**src/rtl/cpu_ctrl_pkg.sv**
```systemverilog
// Shared definitions for the CPU run/step controller: FSM state encoding
// as seen on the STATE output.
package cpu_ctrl_pkg;

  localparam int unsigned STATE_W = 2;

  typedef enum logic [STATE_W-1:0] {
    ST_HALT = 2'd0,
    ST_STEP = 2'd1,
    ST_RUN  = 2'd2,
    ST_LOAD = 2'd3
  } state_e;

endpackage

```
**src/rtl/run_rate_div.sv**
```systemverilog
// Free-run rate divider: while enabled, counts 0..DIV-1 and flags the
// terminal count. clr wins over en and forces the count back to zero.
module run_rate_div #(
  parameter int unsigned DIV = 50000000
) (
  input  logic CLK,
  input  logic RST,
  input  logic clr,
  input  logic en,
  output logic tick
);

  localparam int unsigned CW = (DIV > 1) ? $clog2(DIV) : 1;
  localparam logic [CW-1:0] LAST = CW'(DIV - 1);

  logic [CW-1:0] cnt_q, cnt_d;

  always_comb begin
    cnt_d = cnt_q;
    if (clr) begin
      cnt_d = '0;
    end else if (en) begin
      cnt_d = (cnt_q == LAST) ? '0 : cnt_q + CW'(1);
    end
  end

  always_ff @(posedge CLK or negedge RST) begin
    if (!RST) begin
      cnt_q <= '0;
    end else begin
      cnt_q <= cnt_d;
    end
  end

  assign tick = en && !clr && (cnt_q == LAST);

endmodule

```
**src/rtl/cpu_run_ctrl.sv**
```systemverilog
// Halt / single-step / free-run sequencer producing the MIPS core clock-enable.
// Define CPU_RUN_CTRL_BRKPT_EN to enable the PC breakpoint that stops free-run.
module cpu_run_ctrl
  import cpu_ctrl_pkg::*;
#(
  parameter int unsigned DIV  = 50000000,
  parameter int unsigned CNTW = 32
) (
  input  logic               CLK,
  input  logic               RST,
  input  logic               STEP_P,
  input  logic               RUN_P,
  input  logic               WE,
  input  logic [31:0]        PC,
  input  logic [31:0]        BRK_ADDR,
  input  logic               BRK_VALID,
  output logic               CPU_EN,
  output logic [STATE_W-1:0] STATE,
  output logic               BRK_HIT,
  output logic [CNTW-1:0]    INSTR_CNT
);

  state_e            state_q, state_d;
  logic              cpu_en_q, cpu_en_d;
  logic              brk_hit_q, brk_hit_d;
  logic [CNTW-1:0]   cnt_q, cnt_d;
  logic              load_entry;
  logic              div_clr, div_en, div_tick;
  logic              brk_match;

`ifdef CPU_RUN_CTRL_BRKPT_EN
  assign brk_match = BRK_VALID && (PC == BRK_ADDR);
`else
  logic unused_brk;
  assign unused_brk = ^{PC, BRK_ADDR, BRK_VALID};
  assign brk_match  = 1'b0;
`endif

  // Divider only runs in RUN; it sits at zero everywhere else so RUN entry starts fresh.
  assign div_en  = (state_q == ST_RUN);
  assign div_clr = (state_q != ST_RUN);

  run_rate_div #(
    .DIV (DIV)
  ) u_div (
    .CLK  (CLK),
    .RST  (RST),
    .clr  (div_clr),
    .en   (div_en),
    .tick (div_tick)
  );

  always_comb begin
    state_d    = state_q;
    cpu_en_d   = 1'b0;
    brk_hit_d  = brk_hit_q;
    cnt_d      = cpu_en_q ? cnt_q + CNTW'(1) : cnt_q;
    load_entry = 1'b0;

    case (state_q)
      ST_HALT: begin
        if (WE) begin
          state_d    = ST_LOAD;
          load_entry = 1'b1;
        end else if (RUN_P) begin
          state_d   = ST_RUN;
          brk_hit_d = 1'b0;
        end else if (STEP_P) begin
          state_d   = ST_STEP;
          brk_hit_d = 1'b0;
        end
      end
      ST_STEP: begin
        if (WE) begin
          state_d    = ST_LOAD;
          load_entry = 1'b1;
        end else begin
          cpu_en_d = 1'b1;
          state_d  = ST_HALT;
        end
      end
      ST_RUN: begin
        if (WE) begin
          state_d    = ST_LOAD;
          load_entry = 1'b1;
        end else if (RUN_P) begin
          state_d = ST_HALT;
        end else if (div_tick) begin
          // PC still names the instruction this tick would release.
          if (brk_match) begin
            state_d   = ST_HALT;
            brk_hit_d = 1'b1;
          end else begin
            cpu_en_d = 1'b1;
          end
        end
      end
      ST_LOAD: begin
        if (!WE) begin
          state_d = ST_HALT;
        end
      end
      default: begin
        state_d = ST_HALT;
      end
    endcase

    if (load_entry) begin
      cnt_d     = '0;
      brk_hit_d = 1'b0;
    end
  end

  always_ff @(posedge CLK or negedge RST) begin
    if (!RST) begin
      state_q   <= ST_HALT;
      cpu_en_q  <= 1'b0;
      brk_hit_q <= 1'b0;
      cnt_q     <= '0;
    end else begin
      state_q   <= state_d;
      cpu_en_q  <= cpu_en_d;
      brk_hit_q <= brk_hit_d;
      cnt_q     <= cnt_d;
    end
  end

  assign CPU_EN    = cpu_en_q;
  assign STATE     = state_q;
  assign BRK_HIT   = brk_hit_q;
  assign INSTR_CNT = cnt_q;

endmodule

```
**config.mk**
```make
export PLATFORM = sky130hd
export DESIGN_NAME = cpu_run_ctrl
export DESIGN_NICKNAME = d
export VERILOG_FILES = /design/src/rtl/cpu_ctrl_pkg.sv /design/src/rtl/run_rate_div.sv /design/src/rtl/cpu_run_ctrl.sv
export SDC_FILE = /design/constraint.sdc
export NUM_CORES = 1
export LEC_CHECK = 0
export ABC_AREA = 1
export CORE_ASPECT_RATIO = 0.9
export CORE_MARGIN = 1.5
export CORE_UTILIZATION = 44
export CTS_CLUSTER_SIZE = 20
export DETAILED_ROUTE_END_ITERATION = 8
export PLACE_DENSITY = 0.77
export SLEW_MARGIN = 25
export SYNTH_ARGS = -nofsm -noshare
export SYNTH_HDL_FRONTEND = slang
export SYNTH_SLANG_ARGS = --single-unit
```
**constraint.sdc**
```tcl
create_clock -name CLK -period 1.5 [get_ports CLK]
set_input_delay 0.3 -clock CLK [delete_from_list [all_inputs] [get_ports CLK]]
set_output_delay 0.3 -clock CLK [all_outputs]
set_load 0.02 [all_outputs]
```
### After elaboration in Yosys (flattened, before gate mapping)

Index checks and enable logic that the tools add are counted.
Widths: inputs -> output; s select.

* bits in registers: 62
* input port bits: 70

* eq/ne operators: 9
* add/subtract/negate cells: 2
* muxes and demuxes: 25
* reduce and logical (&&, ||, !) cells: 11

Operators with widths (count)
* $mux 26: 3
* $mux 32: 2
* $add 32x1->32 const B: 1
* $add 26x1->26 const B: 1
* $eq 26x26->1 const B: 1
* $mux 2: 7
* $mux 1: 11
* $pmux 2 s4: 1
* $reduce_and 3->1: 2
* $reduce_bool 2->1: 3
* $eq 2x2->1 const B: 2
* $ne 2x2->1 const B: 2
* $ne 4x4->1 const B: 1
* $ne 3x3->1 const B: 1
* $reduce_bool 3->1: 1
* $reduce_or 3->1: 1
* $eq 2x1->1 const B: 1
* $logic_and 1x1->1: 2
* $logic_not 2->1: 1
* $ne 2x1->1 const B: 1
* $pmux 1 s2: 1
* $logic_not 1->1: 1

### Logic depth before layout (Yosys ltp)

* word-level depth: 8
* mapped depth: 10
* gate-level depth less buffers: 10

### By module

A second synthesis with hierarchy kept.

* cell total of the unflattened synthesis: 533
* area total of the unflattened synthesis: 3987.6 µm²

By module, submodules not included
* cpu_run_ctrl: area each 2198.4 µm², cells an instance 302, instances 1, seq. area each 875.8 µm²
* run_rate_div: area each 1789.2 µm², cells an instance 231, instances 1, seq. area each 650.6 µm²

### Worst setup path before layout

Ideal clock, no wire load.

* kind: register -> register
* start point: register cnt_q[1], in the netlist INSTR_CNT[1]
* end point: register cnt_q[18], in the netlist INSTR_CNT[18]
* buffers on the path: 0
* setup time: 0.117 ns
* data required time: 1.383 ns
* setup slack: -0.035 ns
* cell stages (with the launch flop): 9
* arrival: 1.417 ns
* path through: dfrtp_1 ha_1 nand4_2 nor2_2 nand2_1 nor2_1 nand2_1 nand2_1 nor2_1

* word-level cells in the longest chain between the ends: 3

Ends and longest elaborated chain
* start, declared: line cpu_run_ctrl.sv:26 `logic [CNTW-1:0] cnt_q, cnt_d;`
* start signal, assigned: line cpu_run_ctrl.sv:124 `cnt_q <= cnt_d;`
* $add 32x1->32: line cpu_run_ctrl.sv:57 `cnt_d = cpu_en_q ? cnt_q + CNTW'(1) : cnt_q;`
* $mux 32: line cpu_run_ctrl.sv:57
* $mux 32: line cpu_run_ctrl.sv:108 `if (load_entry) begin`

No other way between the ends. The select of a mux whose other input is x is not followed.
A chain may end at the register's enable or synchronous reset.

### Worst setup path after layout

* start point: register u_div.cnt_q[1]
* end point: register u_div.cnt_q[22]

* word-level cells in the longest chain between the ends: 4
* elaborated cells on any way between the ends: 5
* those cells by class: add/sub: 1; eq/ne: 1; mux: 3

Ends and longest elaborated chain
* start, declared: line run_rate_div.sv:16 `logic [CW-1:0] cnt_q, cnt_d;`
* start signal, assigned: line run_rate_div.sv:31 `cnt_q <= cnt_d;`
* $add 26x1->26 or $eq 26x26->1 (tied branches): line run_rate_div.sv:23 `cnt_d = (cnt_q == LAST) ? '0 : cnt_q + CW'(1);`
* $mux 26 (*): line run_rate_div.sv:23
* $mux 26 (*): line run_rate_div.sv:22 `end else if (en) begin`
* $mux 26 (*): line run_rate_div.sv:20 `if (clr) begin`
* net u_div.cnt_d[22]: line run_rate_div.sv:16

The timed path passes the listed nets; every way through them passes the cells marked *. The select of a mux whose other input is x is not followed.

==> key figures <==
STA
  – Final hold vios: 0
  – Worst setup margin: -20.79 ps
  – Setup TNS Final: -34.63 ps
  – Final Skew: just under 10 ps
  – Tcrit/Tclk final: 101.4%
  – Worst-Margin Slew: ~520 ps
  – Min Tclk post-route: 1521 ps
  – Final setup vio count: 4
  – Max-slew violations: 0
  – RSZ-0062 raised after global routing: true
  – Fmax: between 600 and 700 MHz
  – Slew headroom: 65.18%

Run status
  – Failing checks: setup timing
  – Status: finished, violations left

Die
  – Ports: 106
  – Die area: 0.009124 mm²
  – Die height: between 90 and 100 µm
  – Initial Utilization: a little under half
  – Cell row count: 31
  – Chip Width: between 100 and 150 µm
  – Core footprint: 0.008184 mm²

Logic synthesis
  – Synth async-reset ratio: 100.0%
  – Leading area contributor after synthesis: dfrtp_1
  – Largest cells by area after synthesis: dfrtp_1 41%, nand2_1 15%, nor2_1 13%, inv_1 6.1%, nand3_1 4.9%
  – Yosys top cell area share: approximately 41%
  – EDFF count, synth: 0
  – Yosys cell types: 32
  – Synth Instances: between 500 and 600
  – Yosys reg bits: 61
  – Sequential fraction of the synthesis area: 40.53%
  – Syn nets: ~630
  – Mapped Area: between 0.003 and 0.004 mm²
  – Post-synthesis area per instance: approximately 6.8 µm²
  – Main synth FF type: dfrtp_1
  – Synth warn: 0

GRT
  – Vias in the first global route: 3624
  – First-pass GRT wire length: 16140 µm
  – Pin count of the biggest net entering global routing: 30
  – Initial antenna violation count: 0
  – Total congestion overflow: 0
  – Total GRT Usage: around 22%

Critical path
  – CP Capture Type: register
  – Setup slack, reg-to-reg: -20 ps
  – Slowest CP cell: dfrtp_1
  – Kind of critical path: register to register
  – Worst Path Required: ~1800 ps
  – Worst path bufs/invs: 1
  – CP delay by family, top: simple AND/OR/NAND/NOR gates
  – Crit-path cells: ha_4 -> nand2_4 -> buf_4 -> nor2_4 -> nand2_4 -> nor2_4 -> nand2_2 -> nor3_2 -> nor2_1
  – Critical path peak fanout: 5
  – Startpoint types: register
  – CP peak stage delay: 390 ps
  – Crit path DAT: 1770 ps

Detailed routing
  – Post-DR wirelength/cell: 12.94 µm
  – Via Count: ~3700
  – DRT Pass-1 Iters: 4
  – Remaining DRCs: 0
  – DRT Wirelength: 9767 µm
  – Vias per cell: slightly below 5
  – Initial DRC count: 217
  – DRT antenna net count: 0

Finish
  – Filler Cell Count: 716
  – Layout net count: 713
  – Layout cells sized above 1: 18.44%
  – Antenna cells: 0
  – Design Area, Final: 0.004941 mm²
  – Area growth from synthesis to layout: 31.20%

Place
  – Pre-CTS setup slack: -96.53 ps
  – Port bufs: 39
  – Final GP Congestion: 0.9361
  – DP Wirelength: 6931 µm
  – DP Area: 0.004527 mm²

Flow run
  – Total of max-cap violations: 0

Clocking
  – Cts bufs inserted: 9
  – Clock sinks: roughly 60
  – Clk_lat worst skew: 350 ps
  – H-tree depth: 3
  – Root Driver: clkbuf_8
  – Clk slew on worst S/H paths: 70 ps
  – Maximum clock insertion buffer count: 2
  – Clock tree from TritonCTS: yes

Pwr
  – Design Power: around 4.6 mW
  – Pwr dens: approximately 940 mW/mm²
  – VDD IR max: about 0.00091 V
  – LEAKAGE: 2.426 nW

Worst hold path
  – Min-Delay Path Class: input port to async pin
[cell families after synthesis]
logic type | after synthesis | synth area share (%)
AOI/OAI and AO/OA | 43 | 6.080
xor gates and xnor gates | 9 | 2.093
adders and majority gates | 8 | 2.658
buffers and inverters | 72 | 7.408
DFF | 61 | 40.53
other | 1 | 0.09957
and+or+nand+nor | 359 | 41.13
[worst register-to-register path, stage by stage (launching register included)]
cell and delay, ps:
dfrtp_1 390, ha_4 170, nand2_4 50, buf_4 150
nor2_4 130, nand2_4 90, nor2_4 150, nand2_2 90
nor3_2 130, nor2_1 70
[registers in the layout, indices dropped and copies added (netlist names)]
signal / count
INSTR_CNT: 32
u_div.cnt_q: 26
STATE: 2
CPU_EN: 1
[power by group]
part / total, mW / internal [mW] / leakage [nW] / switching [mW]
combinational: 1.00 / 0.421 / 1.47 / 0.580
sequential: 1.80 / 1.72 / 0.835 / 0.0807
clock: 1.83 / 1.14 / 0.119 / 0.682
total: 4.63 / 3.28 / 2.43 / 1.34
[cell usage after synthesis (all sizes together) (2+ instances only)]
cell and number:
a21oi 26, buf 4, clkbuf 2, dfrtp 61
ha 8, inv 66, nand2 160, nand3 39
nand4 6, nor2 145, nor3 7, o21ai 12
xnor2 3, xor2 6
[routing by layer]
metal | share of wire, % | up-vias | global-route usage [%]
li1 | - | 1884 | -
met1 | 43 | 1703 | 27.71
met2 | 48 | 112 | 37.36
met3 | 5.3 | 29 | 6.037
met4 | 3.2 | 0 | 8.099
met5 | 0 | - | 0
[layout by cell type, fill, tap and decap left out, types with 4 or more instances in the layout]
| cell | count |
|---|---|
| nand4_1 | 5 |
| clkdlybuf4s15_1 | 5 |
| ha_1 | 6 |
| dfrtp_1 | 53 |
| nand3_1 | 35 |
| inv_2 | 6 |
| o21ai_0 | 11 |
| nand3_2 | 4 |
| nor2_2 | 14 |
| clkbuf_8 | 10 |
| nor3_1 | 5 |
| nand2_4 | 4 |
| nand2_2 | 9 |
| a21oi_1 | 25 |
| nand2_1 | 147 |
| inv_1 | 60 |
| nor2_4 | 11 |
| buf_12 | 4 |
| dlygate4sd2_1 | 29 |
| buf_4 | 32 |
| nor2_1 | 119 |
| xor2_1 | 6 |
| dfrtp_2 | 8 |
[what timing repair did]
action                                  4_1_cts  5_1_grt
hold buffers                                  1        0
setup buffers                                 4        5
hold endpoints to repair                     17        0
endpoints found under the setup margin       48       52
pin swaps                                     4       12
gates resized for setup                      42       41
cloned                                        0        0
[final timing paths]
path | from | cells past startpoint | endpoint
max in group asynchronous | RST | 3 | STATE[1]
max reg2reg | u_div.cnt_q[1] | 9 | u_div.cnt_q[22]
min reg2reg | INSTR_CNT[13] | 1 | INSTR_CNT[13]
min | RST | 2 | INSTR_CNT[17]
min in group CLK | INSTR_CNT[13] | 1 | INSTR_CNT[13]
max | u_div.cnt_q[1] | 9 | u_div.cnt_q[22]
[area by class of cell]
cell class	count	area [µm²]	share of cell area [%]
Clock buffer	10	137.6	2.786
Clock inverter	6	110.1	2.228
Inverter	66	247.7	5.014
Multi-Input combinational cell	420	2079	42.09
Sequential cell	61	1536	31.10
Tap cell	115	143.9	2.912
Timing Repair Buffer	77	685.7	13.88
[per-stage QoR]
| step | util, % | std cells | hold WS [ps] |
|---|---|---|---|
| final | 60.37 | 755 | 457.6 |
| after global routing | 60.37 | 755 | 495.5 |
| after CTS | 58.57 | 750 | 473.9 |
| after detailed placement | 55.31 | 729 | 305.7 |
| after global placement | 55.31 | 729 | 299.9 |
| after floorplan | - | 553 | 4.409 |
No activity file was read; power rests on OpenSTA's default activity.
